File: config.mk
export PLATFORM = sky130hd
export DESIGN_NAME = regfile_wb_arbiter
export DESIGN_NICKNAME = d
export VERILOG_FILES = /design/src/rtl/regfile_ctrl_pkg.sv /design/src/rtl/regfile_wb_arbiter_chk.sv /design/src/rtl/wb_rr_arbiter.sv /design/src/rtl/regfile_wb_arbiter.sv
export SDC_FILE = /design/constraint.sdc
export NUM_CORES = 1
export LEC_CHECK = 0
export ABC_AREA = 1
export ABC_CLOCK_PERIOD_IN_PS = 7000
export CORE_MARGIN = 5
export CORE_UTILIZATION = 50
export DETAILED_ROUTE_END_ITERATION = 6
export PLACE_DENSITY = 0.8
export SLEW_MARGIN = 20
export SYNTH_ARGS = -nofsm -noshare
export SYNTH_HDL_FRONTEND = slang
export SYNTH_HIERARCHICAL = 1
export SYNTH_SLANG_ARGS = --single-unit
File: constraint.sdc
create_clock -name clk -period 7 [get_ports clk]
set_input_delay 0.7 -clock clk [delete_from_list [all_inputs] [get_ports clk]]
set_output_delay 0.7 -clock clk [all_outputs]
set_load 0.02 [all_outputs]
File: src/rtl/regfile_ctrl_pkg.sv
// regfile_ctrl_pkg: shared constants, types and helpers for the register-file
// write-back path and its outstanding-write scoreboard.
package regfile_ctrl_pkg;

    localparam int XLEN       = 32;
    localparam int REG_ADDR_W = 5;
    localparam int NUM_REGS   = 32;

    localparam int                  SB_CNT_W   = 2;
    localparam logic [SB_CNT_W-1:0] SB_CNT_MAX = 2'd3;

    typedef logic [REG_ADDR_W-1:0] reg_addr_t;

    typedef struct packed {
        reg_addr_t       addr;
        logic [XLEN-1:0] data;
    } wb_req_t;

    // Next value of one scoreboard counter. A simultaneous issue and commit
    // cancel out. Both directions saturate, so a commit with nothing
    // outstanding leaves the counter at zero.
    function automatic logic [SB_CNT_W-1:0] sb_cnt_next(
        input logic [SB_CNT_W-1:0] cnt,
        input logic                inc,
        input logic                dec
    );
        logic [SB_CNT_W-1:0] res;
        case ({inc, dec})
            2'b10:   res = (cnt == SB_CNT_MAX)        ? cnt : cnt + SB_CNT_W'(1);
            2'b01:   res = (cnt == {SB_CNT_W{1'b0}}) ? cnt : cnt - SB_CNT_W'(1);
            default: res = cnt;
        endcase
        return res;
    endfunction

endpackage

File: src/rtl/regfile_wb_arbiter_chk.sv
// regfile_wb_arbiter_chk: simulation-only protocol checks for the write-back
// controller (grant sanity and write-backs without a matching issue).
module regfile_wb_arbiter_chk #(
    parameter int NUM_REQ  = 3,
    parameter int ADDR_W   = 5,
    parameter int SB_CNT_W = 2
) (
    input logic                clk,
    input logic                rst,
    input logic [NUM_REQ-1:0]  req_valid,
    input logic [NUM_REQ-1:0]  gnt,
    input logic                rd_we,
    input logic [ADDR_W-1:0]   rd_addr,
    input logic [SB_CNT_W-1:0] commit_cnt
);

    a_gnt_onehot: assert property (@(posedge clk) disable iff (rst)
        $onehot0(gnt))
        else $error("write-back grant is not one-hot: %b", gnt);

    a_gnt_subset: assert property (@(posedge clk) disable iff (rst)
        ((gnt & ~req_valid) == {NUM_REQ{1'b0}}))
        else $error("grant %b to a requester that is not valid (%b)", gnt, req_valid);

    a_gnt_when_req: assert property (@(posedge clk) disable iff (rst)
        (|req_valid) |-> (|gnt))
        else $error("valid requests %b but no grant", req_valid);

    a_wb_has_issue: assert property (@(posedge clk) disable iff (rst)
        (rd_we && (rd_addr != {ADDR_W{1'b0}})) |-> (commit_cnt != {SB_CNT_W{1'b0}}))
        else $error("write-back to x%0d with no outstanding issue", rd_addr);

endmodule

File: src/rtl/wb_rr_arbiter.sv
// wb_rr_arbiter: one-hot grant generator for the write-back port.
// With WB_ARB_RR_EN defined it is round-robin: the search starts at a pointer
// that moves to one past the last grantee. Otherwise it is fixed priority
// (index 0 highest) and holds no state.
module wb_rr_arbiter #(
    parameter int NUM_REQ = 3
) (
    input  logic               clk,
    input  logic               rst,
    input  logic [NUM_REQ-1:0] req,
    output logic [NUM_REQ-1:0] gnt
);

    logic found_s;

`ifdef WB_ARB_RR_EN
    localparam int PTR_W = (NUM_REQ > 1) ? $clog2(NUM_REQ) : 1;

    logic [PTR_W-1:0] ptr_r;
    logic [PTR_W-1:0] gnt_idx_s;
    logic [PTR_W-1:0] idx_s;
    logic             hit_s;

    // Walk the requests starting at the pointer; the first one found wins.
    always_comb begin
        gnt       = {NUM_REQ{1'b0}};
        found_s   = 1'b0;
        gnt_idx_s = {PTR_W{1'b0}};
        idx_s     = {PTR_W{1'b0}};
        hit_s     = 1'b0;
        for (int k = 0; k < NUM_REQ; k++) begin
            idx_s      = PTR_W'((int'(ptr_r) + k) % NUM_REQ);
            hit_s      = req[idx_s] & ~found_s;
            gnt[idx_s] = hit_s;
            gnt_idx_s  = hit_s ? idx_s : gnt_idx_s;
            found_s    = found_s | req[idx_s];
        end
    end

    // Move the pointer past the grantee; hold it when nobody was granted.
    always_ff @(posedge clk or posedge rst) begin
        if (rst) begin
            ptr_r <= {PTR_W{1'b0}};
        end else if (found_s) begin
            ptr_r <= (gnt_idx_s == PTR_W'(NUM_REQ - 1)) ? {PTR_W{1'b0}}
                                                         : gnt_idx_s + PTR_W'(1);
        end else begin
            ptr_r <= ptr_r;
        end
    end
`else
    // Fixed priority has no state, so clock and reset are not needed.
    logic unused_s;
    assign unused_s = clk ^ rst;

    // Lowest-indexed valid request wins.
    always_comb begin
        gnt     = {NUM_REQ{1'b0}};
        found_s = 1'b0;
        for (int k = 0; k < NUM_REQ; k++) begin
            gnt[k]  = req[k] & ~found_s;
            found_s = found_s | req[k];
        end
    end
`endif

endmodule

File: src/rtl/regfile_wb_arbiter.sv
// regfile_wb_arbiter: shares the register file's single write port among
// NUM_REQ execution units through one output register stage, and keeps a
// per-register count of outstanding writes for decode hazard checks.
// Optional feature: define WB_ARB_RR_EN for round-robin arbitration
// (fixed priority, index 0 highest, otherwise).
module regfile_wb_arbiter #(
    parameter int NUM_REQ = 3,
    parameter int XLEN    = 32,
    parameter int ADDR_W  = 5
) (
    input  logic                      clk,
    input  logic                      rst,
    input  logic [NUM_REQ-1:0]        req_valid,
    output logic [NUM_REQ-1:0]        req_ready,
    input  logic [NUM_REQ*ADDR_W-1:0] req_rd_addr,
    input  logic [NUM_REQ*XLEN-1:0]   req_rd_data,
    output logic [ADDR_W-1:0]         rd_addr,
    output logic [XLEN-1:0]           rd_data,
    output logic                      rd_we,
    input  logic                      issue_valid,
    input  logic [ADDR_W-1:0]         issue_rd_addr,
    output logic                      issue_ready,
    input  logic [ADDR_W-1:0]         rs1_query,
    input  logic [ADDR_W-1:0]         rs2_query,
    output logic                      rs1_busy,
    output logic                      rs2_busy
);

    import regfile_ctrl_pkg::*;

    localparam int NREG = 1 << ADDR_W;

    logic [NUM_REQ-1:0]       gnt_s;
    logic                     xfer_s;
    logic [ADDR_W-1:0]        win_addr_s;
    logic [XLEN-1:0]          win_data_s;

    logic [ADDR_W-1:0]        rd_addr_r;
    logic [XLEN-1:0]          rd_data_r;
    logic                     rd_we_r;

    logic                     issue_fire_s;
    logic [NREG*SB_CNT_W-1:0] cnt_flat_s;
    logic [SB_CNT_W-1:0]      issue_cnt_s;
    logic [SB_CNT_W-1:0]      rs1_cnt_s;
    logic [SB_CNT_W-1:0]      rs2_cnt_s;
    logic [SB_CNT_W-1:0]      commit_cnt_s;

    wb_rr_arbiter #(
        .NUM_REQ (NUM_REQ)
    ) u_arb (
        .clk (clk),
        .rst (rst),
        .req (req_valid),
        .gnt (gnt_s)
    );

    assign req_ready = gnt_s;
    assign xfer_s    = |gnt_s;

    // One-hot AND-OR mux of the granted requester's destination and data.
    always_comb begin
        win_addr_s = {ADDR_W{1'b0}};
        win_data_s = {XLEN{1'b0}};
        for (int k = 0; k < NUM_REQ; k++) begin
            win_addr_s = win_addr_s | (req_rd_addr[k*ADDR_W +: ADDR_W] & {ADDR_W{gnt_s[k]}});
            win_data_s = win_data_s | (req_rd_data[k*XLEN +: XLEN] & {XLEN{gnt_s[k]}});
        end
    end

    // Output stage: latch the winner; x0 writes are consumed without a write enable.
    always_ff @(posedge clk or posedge rst) begin
        if (rst) begin
            rd_addr_r <= {ADDR_W{1'b0}};
            rd_data_r <= {XLEN{1'b0}};
            rd_we_r   <= 1'b0;
        end else if (xfer_s) begin
            rd_addr_r <= win_addr_s;
            rd_data_r <= win_data_s;
            rd_we_r   <= (win_addr_s != {ADDR_W{1'b0}});
        end else begin
            rd_addr_r <= rd_addr_r;
            rd_data_r <= rd_data_r;
            rd_we_r   <= 1'b0;
        end
    end

    assign rd_addr = rd_addr_r;
    assign rd_data = rd_data_r;
    assign rd_we   = rd_we_r;

    // Slot 0 of the flat counter view is a constant zero: x0 is never
    // outstanding, so it never blocks an issue and never reads as busy.
    assign cnt_flat_s[SB_CNT_W-1:0] = {SB_CNT_W{1'b0}};

    for (genvar r = 1; r < NREG; r++) begin : g_sb
        logic [SB_CNT_W-1:0] cnt_r;
        logic                inc_s;
        logic                dec_s;

        assign inc_s = issue_fire_s && (issue_rd_addr == ADDR_W'(r));
        assign dec_s = rd_we_r && (rd_addr_r == ADDR_W'(r));
        assign cnt_flat_s[r*SB_CNT_W +: SB_CNT_W] = cnt_r;

        // Outstanding-write counter for register r: +1 on issue, -1 on commit.
        always_ff @(posedge clk or posedge rst) begin
            if (rst) begin
                cnt_r <= {SB_CNT_W{1'b0}};
            end else begin
                cnt_r <= sb_cnt_next(cnt_r, inc_s, dec_s);
            end
        end
    end

    assign issue_cnt_s  = cnt_flat_s[issue_rd_addr*SB_CNT_W +: SB_CNT_W];
    assign rs1_cnt_s    = cnt_flat_s[rs1_query*SB_CNT_W +: SB_CNT_W];
    assign rs2_cnt_s    = cnt_flat_s[rs2_query*SB_CNT_W +: SB_CNT_W];
    assign commit_cnt_s = cnt_flat_s[rd_addr_r*SB_CNT_W +: SB_CNT_W];

    assign issue_ready  = (issue_cnt_s != SB_CNT_MAX);
    assign issue_fire_s = issue_valid && issue_ready && (issue_rd_addr != {ADDR_W{1'b0}});
    assign rs1_busy     = (rs1_cnt_s != {SB_CNT_W{1'b0}});
    assign rs2_busy     = (rs2_cnt_s != {SB_CNT_W{1'b0}});

    regfile_wb_arbiter_chk #(
        .NUM_REQ  (NUM_REQ),
        .ADDR_W   (ADDR_W),
        .SB_CNT_W (SB_CNT_W)
    ) u_chk (
        .clk        (clk),
        .rst        (rst),
        .req_valid  (req_valid),
        .gnt        (gnt_s),
        .rd_we      (rd_we_r),
        .rd_addr    (rd_addr_r),
        .commit_cnt (commit_cnt_s)
    );

endmodule

== After elaboration in Yosys (flattened, before gate mapping) ==
Index checks and enable logic that the tools add are counted.

* Register bits after elaboration: 100
* Bits in latches: 0
* Bits in writable memories: 0
* Bits in read-only memories: 0
* Bits of input ports: 132
* Output and inout port bits: 44
* Word-level logic and storage cells: 588
* Memories kept: 0

* Add/subtract/negate cells: 62
* $mul: 0
* Divide/modulo/power cells: 0
* Order comparisons: 0
* Equal/unequal tests: 218
* Shift operators: 3
* Mux-type cells: 94
* Bitwise logic cells: 15
* Reduce and logical (&&, ||, !) cells: 162

{| class="wikitable"
|+ Operators by type and width
! cell !! number
|-
| indexed part select 64 x 7 -> 2 bit || 3
|-
| == test 5 bit, second input constant || 32
|-
| != test 2 bit, second input constant || 63
|-
| == test 2 bit, second input constant || 62
|-
| 2-to-1 mux 2 bit || 62
|-
| case mux 2 bit (2 select lines) || 31
|-
| bitwise AND 32 bit || 3
|-
| AND reduction 3 bit || 31
|-
| == test 5 x 4 -> 1 bit, second input constant || 16
|-
| nonzero test 2 bit || 33
|-
| logical AND 1 bit || 64
|-
| bitwise OR 32 bit || 2
|-
| adder 2 x 1 -> 2 bit, second input constant || 31
|-
| == test 2 x 1 -> 1 bit, second input constant || 31
|-
| zero test 2 bit || 31
|-
| subtractor 2 x 1 -> 2 bit, second input constant || 31
|-
| == test 5 x 3 -> 1 bit, second input constant || 8
|-
| == test 5 x 2 -> 1 bit, second input constant || 4
|-
| bitwise AND 5 bit || 3
|-
| == test 5 x 1 -> 1 bit, second input constant || 2
|-
| bitwise OR 5 bit || 2
|-
| nonzero test 5 bit || 2
|-
| OR reduction 3 bit || 1
|-
| bitwise AND 1 bit || 2
|-
| 3 further kinds || 4
|}

== Depth between registers and ports, before layout ==
Gate-level depths: netlist (run 1).

* Depth in word-level cells: 8
* Mapped depth: 24
* Mapped depth without buffers: 22

== Cells and area by module ==
Netlist (run 1), hierarchy kept.

{| class="wikitable"
|+ Modules (own cells, without submodules)
! module !! times used !! cells an instance !! area each (sq um) !! seq. area each (sq um)
|-
| regfile_wb_arbiter || 1 || 1198 || 8007.7 || 2502.4
|-
| wb_rr_arbiter || 1 || 6 || 28.8 || 0.0
|}

== Least setup slack after synthesis (run 1) ==
Ideal clock, no wire load.

* Kind: in2reg
* From: input port issue_rd_addr[0]
* To: register g_sb[3].cnt_r[1]
* Setup time: 0.125 ns
* Arrival time: 3.034 ns
* Required time: 6.875 ns
* Setup slack: 3.841 ns
* Stages: 18
* Buffers on the path: 3
* Path through: buf_6 -> buf_2 -> nand3_1 -> nand2_1 -> nor2_1 -> nor2_1 -> nor2_1 -> nand2_1 -> nand2_1 -> nand2_1 -> a21oi_2 -> nand2_2 -> inv_2 -> buf_6 -> nand2_1 -> ha_1 -> a311oi_1 -> mux2_2

* Cells in the longest elaborated chain, start to end: 8
* Elaborated cells on any way between the ends: 14
* Those cells by class: 6 x eq/ne; 1 x shift; 1 x mux; 6 x reduce/logical

{| class="wikitable"
|+ RTL lines
! element !! RTL line !! text
|-
| start, declared || regfile_wb_arbiter.sv:21 || <nowiki>input logic [ADDR_W-1:0] issue_rd_addr,</nowiki>
|-
| indexed part select 64 x 7 -> 2 bit || regfile_wb_arbiter.sv:115 || <nowiki>assign issue_cnt_s = cnt_flat_s[issue_rd_addr*SB_CNT_W +: SB_CNT_W];</nowiki>
|-
| != test 2 bit || regfile_wb_arbiter.sv:120 || <nowiki>assign issue_ready = (issue_cnt_s != SB_CNT_MAX);</nowiki>
|-
| logical AND 1 bit (2 in series) || regfile_wb_arbiter.sv:121 || <nowiki>assign issue_fire_s = issue_valid && issue_ready && (issue_rd_addr != {ADDR_W{1'b0}});</nowiki>
|-
| logical AND 1 bit (*) || regfile_wb_arbiter.sv:101 || <nowiki>assign inc_s = issue_fire_s && (issue_rd_addr == ADDR_W'(r));</nowiki>
|-
| == test 2 x 1 -> 1 bit or == test 2 bit (tied branches) || regfile_ctrl_pkg.sv:28 || <nowiki>case ({inc, dec})</nowiki>
|-
| != test 2 bit (no line) or nonzero test 2 bit (tied branches) || - ||
|-
| AND reduction 3 bit (no line) || - ||
|-
| end signal, assigned || regfile_wb_arbiter.sv:108 || <nowiki>cnt_r <= {SB_CNT_W{1'b0}};</nowiki>
|-
| end signal, assigned || regfile_wb_arbiter.sv:110 || <nowiki>cnt_r <= sb_cnt_next(cnt_r, inc_s, dec_s);</nowiki>
|-
| end, declared || regfile_wb_arbiter.sv:97 || <nowiki>logic [SB_CNT_W-1:0] cnt_r;</nowiki>
|}

Every way passes the cells marked *; elsewhere a longest branch is shown, timed or not.
A chain may end at the register's enable or synchronous reset.

== Worst setup path after layout (run 1) ==
* From: input port issue_rd_addr[1]
* To: register g_sb[3].cnt_r[1]

Same word-level chain as after synthesis.

==> metrics.md, run 1 <==
| Metric | Value |
|---|---|
| Clock tree sinks | `100` |
| Dpl ws | `2.21 ns` |
| First-pass GRT wire length | `42600 um` |
| CTS tree | `done` |
| Post-CTS setup buffer count | `0` |
| Vias in the first global route | `between 8000 and 9000` |
| Max Cap Viol | `0` |
| Outcome | `complete, no violations` |
| Initial core utilization | `50.8%` |
| Relative slew slack | `36.5%` |
| Clk Latency, worst-skew pair | `0.36 ns` |
| # port buffers | `175` |
| Chip Height | `137 um` |
| Period Utilization, post-route | `around 65%` |
| Overall power | `0.00264 W` |
| CP Class | `input pin to register` |
| Max clock buf depth | `2` |
| DR pass1 iterations | `6` |
| IO Count | `176` |
| DRT antenna net count | `0` |
| Initial antenna violation count | `0` |
| RSZ-0062 raised after global routing | `false` |
| Hold Crit Class | `register to register` |
| Core Util, Final | `between 60% and 70%` |
| Fillers | `1430` |
| Final GP Congestion | `0.988` |
| Row count | `46` |
| Warnings from Yosys | `6` |
| Max VDD drop | `154 uV` |
| # diodes | `0` |
| Mean post-synth cell area | `6.67 sq um` |
| Flops & latches, synth | `100` |
| Sequential area share after synthesis | `a little under a third` |
| Routed vias | `~8400` |
| Post-Synthesis Net Count | `1392` |
| WP data required | `slightly above 7 ns` |
| Fmax | `approximately 220 MHz` |
| Core Footprint | `15800 sq um` |
| Avg Vias per Cell | `5.32` |
| Die ar. | `18700 sq um` |
| Synthesized area | `between 8000 and 9000 sq um` |
| Count of cell types in the netlist | `35` |
| Remaining DRCs | `0` |
| Worst Slack Setup Final | `2.44 ns` |
| Largest net degree at the start of global routing | `63` |
| CTS buffer count | `9` |
| Worst Setup End Kind | `register` |
| HPWL after DPL | `about 21000 um` |
| Worst path arrival time | `roughly 4.8 ns` |
| Least-Margin Pin Slew | `0.950 ns` |
| Initial DRC count | `785` |
| Root Driver | `clkbuf_16` |
| Post-synth EDFFs | `0` |
| Max-slew violations | `0` |
| Crit path max fanout | `23` |
| Final wirelength | `26700 um` |
| Mapped Cells | `between 1000 and 1500` |
| Worst hold slack | `0.483 ns` |
| Share of synthesized registers carrying an async set or reset | `between 90% and 100%` |
| Tot GR Track Use | `29.2%` |
| Grt ovf | `0` |
| Final Critical Period | `~4.6 ns` |
| Worst setup SP type | `input pin` |
| CTS resizes | `0` |
| PwrDens | `258 nW/um^2` |
| Leakage | `4.82 nW` |
| CTS Hold Buffers Added | `0` |
| Top_reg_cell synth | `dfrtp_1` |
| Fin. Hold Viols | `0` |
| Area grow syn2layout | `27.4%` |
| H-tree depth | `3` |
| Total Nets Final | `1551` |
| Layout cells sized above 1 | `4.54%` |
| Finish-stage setup viols | `0` |
| DR WL/cell | `between 15 and 20 um` |
| Clock-pin slew on the worst setup and hold paths | `0.07 ns` |
| Post-route setup TNS | `0 ns` |
| Horiz. Die Dim | `137 um` |
| Final Skew | `0.00588 ns` |
## where the power goes
group / switching, W / total (W) / internal, W / leakage, nW
Clock: 0.000230 / 0.000518 / 0.000287 / 0.139
Sequential: 0.000291 / 0.00107 / 0.000775 / 1.17
Combinational: 0.000627 / 0.00106 / 0.000430 / 3.52
## cell type report
class	count	area (sq um)	share of cell area, %
clock buffers	12	246	2.41
clock inverters	3	46.3	0.452
inverters	184	696	6.80
multi-input cells	887	4680	45.7
flip-flops and latches	100	2500	24.4
well taps	216	270	2.64
repair buffers	181	1800	17.6
## critical path, stage by stage
cell and delay [ns]:
clkdlybuf4s50_1 1.09, inv_2 0.32, nand3_1 0.17, nand2_1 0.07
nor2_1 0.09, nor2_1 0.05, nor2_1 0.08, nand2_1 0.09
nand2_1 0.07, nand2_1 0.09, a21oi_2 0.19, nand2_2 0.27
inv_2 0.35, nand2_1 0.10, ha_1 0.29, a311oi_1 0.38
mux2_2 0.38
## path summary, 6_finish.rpt
path | slack [ns] | endpoint | from | depth (start not counted)
worst max register to register | 3.75 | g_sb[3].cnt_r[1] | g_sb[28].cnt_r[1] | 15
max in group asynchronous | 5.09 | g_sb[29].cnt_r[1] | rst | 3
worst max-delay path | 2.44 | g_sb[3].cnt_r[1] | issue_rd_addr[1] | 17
worst min-delay path | 0.48 | rd_data[2] | rd_data[2] | 2
min in group asynchronous | 0.72 | g_sb[22].cnt_r[0] | rst | 2
worst min register to register | 0.48 | rd_data[2] | rd_data[2] | 2
## synthesized netlist by cell type (4+ instances only)
library cell / instances / area [sq um]
o22ai_1: 18 / 113
or2_2: 6 / 37.5
clkbuf_1: 21 / 78.8
xor2_1: 39 / 342
nand2_1: 364 / 1370
o21ai_0: 39 / 195
mux2_2: 6 / 67.6
buf_2: 5 / 25.0
inv_2: 4 / 15.0
a31o_2: 18 / 158
nand4_1: 41 / 257
o221ai_1: 8 / 70.1
nor2_1: 175 / 657
a221oi_1: 8 / 70.1
o21bai_1: 5 / 37.5
o211ai_1: 9 / 67.6
inv_1: 178 / 668
ha_1: 56 / 701
buf_6: 4 / 45.0
dfrtp_1: 100 / 2500
nand3_1: 28 / 140
o21ai_1: 4 / 20.0
a21oi_1: 44 / 220
## logic make-up (layout without fill, tap and decap cells)
logic type      after synthesis  in the layout  synth area share [%]
simple gates                620            620                  31.0
buf+inv                     217            380                  10.8
compound gates              163            163                  13.0
flops                       100            100                  31.1
fa+ha+maj                    56             56                  8.72
xor+xnor                     42             42                  4.58
mux                           6              6                 0.841
## sequential cells by signal, summed over array words and instances, names as in the netlist
| register | cells |
|---|---|
| rd_we | 1 |
| g_sb.cnt_r | 62 |
| rd_data | 32 |
| rd_addr | 5 |
## per-stage QoR
step	cells	cell area, sq um
2_1_floorplan	1204	8040
3_3_place_gp	1568	9940
3_5_place_dp	1568	9940
4_1_cts	1583	10200
5_1_grt	1583	10200
6_report	1583	10200
## per-layer routing
metal | routed length, um | vias up | track usage (%)
met5 | 0 | - | 0
met4 | 756 | 0 | 10.6
met3 | 2770 | 60 | 8.79
met2 | 12900 | 361 | 50.1
met1 | 10300 | 3849 | 34.6
li1 | - | 4151 | -
## layout by cell type (no fill, tap or decap), types with 5 or more instances in the layout
cell             count
o21bai_1             5
nand2_1            364
nand4_1             41
a21oi_1             44
nand3_1             28
clkdlybuf4s50_1    175
o221ai_1             8
dfrtp_1            100
or2_2                6
a31o_2              18
buf_4                6
ha_1                56
nor2_1             174
a221oi_1             8
inv_1              177
mux2_2               6
o22ai_1             18
o211ai_1             9
o21ai_0             39
clkbuf_16            9
xor2_1              39
Note: power is estimated with default switching activity, not from simulation.
==> inputs of run 2 (changes only) <==
--- a/config.mk
+++ b/config.mk
@@ -6,7 +6,7 @@
 export NUM_CORES = 1
 export LEC_CHECK = 0
 export ABC_AREA = 1
-export ABC_CLOCK_PERIOD_IN_PS = 7000
+export ABC_CLOCK_PERIOD_IN_PS = 4300
 export CORE_MARGIN = 5
 export CORE_UTILIZATION = 50
 export DETAILED_ROUTE_END_ITERATION = 6
==> constraint.sdc (replaced) <==
create_clock -name clk -period 4.3 [get_ports clk]
set_input_delay 0.43 -clock clk [delete_from_list [all_inputs] [get_ports clk]]
set_output_delay 0.43 -clock clk [all_outputs]
set_load 0.02 [all_outputs]
==> metrics.md, run 2 (synthesis gave the netlist of run 1 again) <==
| Metric | Value |
|---|---|
| Outcome | `finished with violations` |
| Violated checks | `DRC` |
| Worst Setup End Kind | `register` |
| # port buffers | `175` |
| Area grow syn2layout | `28.2%` |
| Initial DRC count | `780` |
| IO Count | `176` |
| GR peak layer | `met2` |
| Clock tree sinks | `100` |
| H-tree depth | `3` |
| Slowest cell on the critical path | `clkdlybuf4s50_1` |
| Layout cells sized above 1 | `5.16%` |
| Max Cap Viol | `0` |
| First-pass GRT wire length | `~42000 um` |
| # diodes | `0` |
| Final wirelength | `between 20000 and 30000 um` |
| Vias in the first global route | `8277` |
| Largest Register | `g_sb.cnt_r` |
| Met3 usage | `9.74%` |
| HPWL after DPL | `just over 20000 um` |
| DR pass1 iterations | `7` |
| CP most frequent cell | `nand2_1` |
| Crit path max fanout | `24` |
| Total Nets Final | `1558` |
| Leakage | `4.86 nW` |
| GRT met1 Usage | `35.0%` |
| Largest register FFs | `62` |
| DRT antenna net count | `0` |
| Bufs and invs on worst path | `5` |
| Post-route setup TNS | `0 ns` |
| Core Footprint | `15800 sq um` |
| Worst Slack Setup Final | `0.835 ns` |
| Worst path arrival time | `3.72 ns` |
| Remaining DRCs | `1` |
| Max-slew violations | `0` |
| Final Skew | `0.0103 ns` |
| Avg Vias per Cell | `5.37` |
| Relative slew slack | `35.6%` |
| Max VDD drop | `about 230 uV` |
| WP data required | `4.55 ns` |
| Horiz. Die Dim | `137 um` |
| CTS tree | `done` |
| Initial antenna violation count | `0` |
| PwrDens | `around 420 nW/um^2` |
| Chip Height | `137 um` |
| Period Utilization, post-route | `80.6%` |
| Die ar. | `18700 sq um` |
| CTS resizes | `0` |
| M2 GR Usage | `47.8%` |
| Post-CTS setup buffer count | `0` |
| Clk Latency, worst-skew pair | `between 0.3 and 0.4 ns` |
| Clock-pin slew on the worst setup and hold paths | `0.08 ns` |
| Fin. Hold Viols | `0` |
| CP Class | `input pin to register` |
| CTS buffer count | `9` |
| Initial core utilization | `50.8%` |
| Root Driver | `clkbuf_16` |
| Routed vias | `8549` |
| Final Critical Period | `3.47 ns` |
| Hold Crit Class | `register to register` |
| Top cell family by delay on the critical path | `buffers and inverters` |
| Most frequent cells in the layout | `364 x nand2_1, 177 x inv_1, 175 x clkdlybuf4s50_1` |
| Largest net degree at the start of global routing | `75` |
| Dpl ws | `approximately 0.53 ns` |
| Least-Margin Pin Slew | `0.967 ns` |
| CTS Hold Buffers Added | `0` |
| Tot GR Track Use | `between 20 and 30%` |
| Final GP Congestion | `approximately 0.98` |
| Most common cell after layout, fill and taps aside | `nand2_1` |
| Finish-stage setup viols | `0` |
| CP Cell Sequence | `clkdlybuf4s50_1 -> buf_4 -> inv_4 -> nand2_1 -> nand2_1 -> nand2_1 -> nand2_1 -> nand2_1 -> nand2_1 -> inv_1 -> nand2_1 -> nand2_1 -> nand2_1 -> a21oi_2 -> nand2_2 -> inv_2 -> nand2_1 -> ha_1 -> a311oi_1 -> mux2_2` |
| Grt ovf | `0` |
| Fmax | `289 MHz` |
| Max clock buf depth | `2` |
| Worst setup SP type | `input pin` |
| Row count | `46` |
| DR WL/cell | `16.7 um` |
| RSZ-0062 raised after global routing | `false` |
| CP peak stage delay | `0.45 ns` |
==> run 2: cell count changes in the layout (fill, tap and decap cells not counted), sizes merged <==
| cell | delta |
|---|---|
| buf | +7 |
| inv | +3 |
| clkbuf | -2 |
| clkinv | +1 |
| clkinvlp | -1 |
==> run 2: tightest hold or removal path, stage by stage, from the launching register on <==
cell and delay, ns:
dfrtp_1 0.35, nand2_1 0.05, nand4_1 0.05
==> run 2: final timing paths <==
| check | endpoint | start | slack (ns) | cells past startpoint |
|---|---|---|---|---|
| worst max register to register | g_sb[3].cnt_r[1] | g_sb[28].cnt_r[0] | 1.31 | 15 |
| worst min register to register | rd_data[31] | rd_data[31] | 0.49 | 2 |
| worst min-delay path | rd_data[31] | rd_data[31] | 0.49 | 2 |
| max in group asynchronous | g_sb[28].cnt_r[0] | rst | 2.73 | 3 |
| worst max-delay path | g_sb[3].cnt_r[1] | issue_rd_addr[0] | 0.83 | 20 |
| min in group asynchronous | rd_data[8] | rst | 0.64 | 2 |
==> run 2: layer usage <==
| metal | wire [um] | vias to the layer above |
|---|---|---|
| li1 | - | 4166 |
| met3 | 3260 | 66 |
| met5 | 0 | - |
| met2 | 12300 | 428 |
| met4 | 937 | 0 |
| met1 | 10000 | 3889 |
==> run 2: report_power, final <==
| part | switching (W) | internal [W] | leakage, nW |
|---|---|---|---|
| clock network | 0.000416 | 0.000464 | 0.150 |
| logic | 0.00101 | 0.000706 | 3.55 |
| registers | 0.000454 | 0.00126 | 1.17 |
| total | 0.00188 | 0.00243 | 4.86 |
==> run 2: per-stage QoR <==
stage / instance area (sq um) / utilization (%) / total power [W] / hold slack (ns) / instances
3_3_place_gp: 9990 / 63.1 / 0.00335 / 0.465 / 1575
4_1_cts: 10300 / 65.1 / 0.00429 / 0.490 / 1591
2_1_floorplan: 8040 / - / 0.00273 / 0.484 / 1204
3_5_place_dp: 9990 / 63.1 / 0.00341 / 0.471 / 1575
6_report: 10300 / 65.1 / 0.00431 / 0.485 / 1591
5_1_grt: 10300 / 65.1 / 0.00460 / 0.517 / 1591
==> run 2: area by class of cell <==
type / count / area (sq um)
Fill cell: 1416 / 5530
Multi-Input combinational cell: 887 / 4680
Sequential cell: 100 / 2500
Timing Repair Buffer: 188 / 1850
Inverter: 184 / 696
Tap cell: 216 / 270
Clock buffer: 10 / 229
Clock inverter: 6 / 76.3
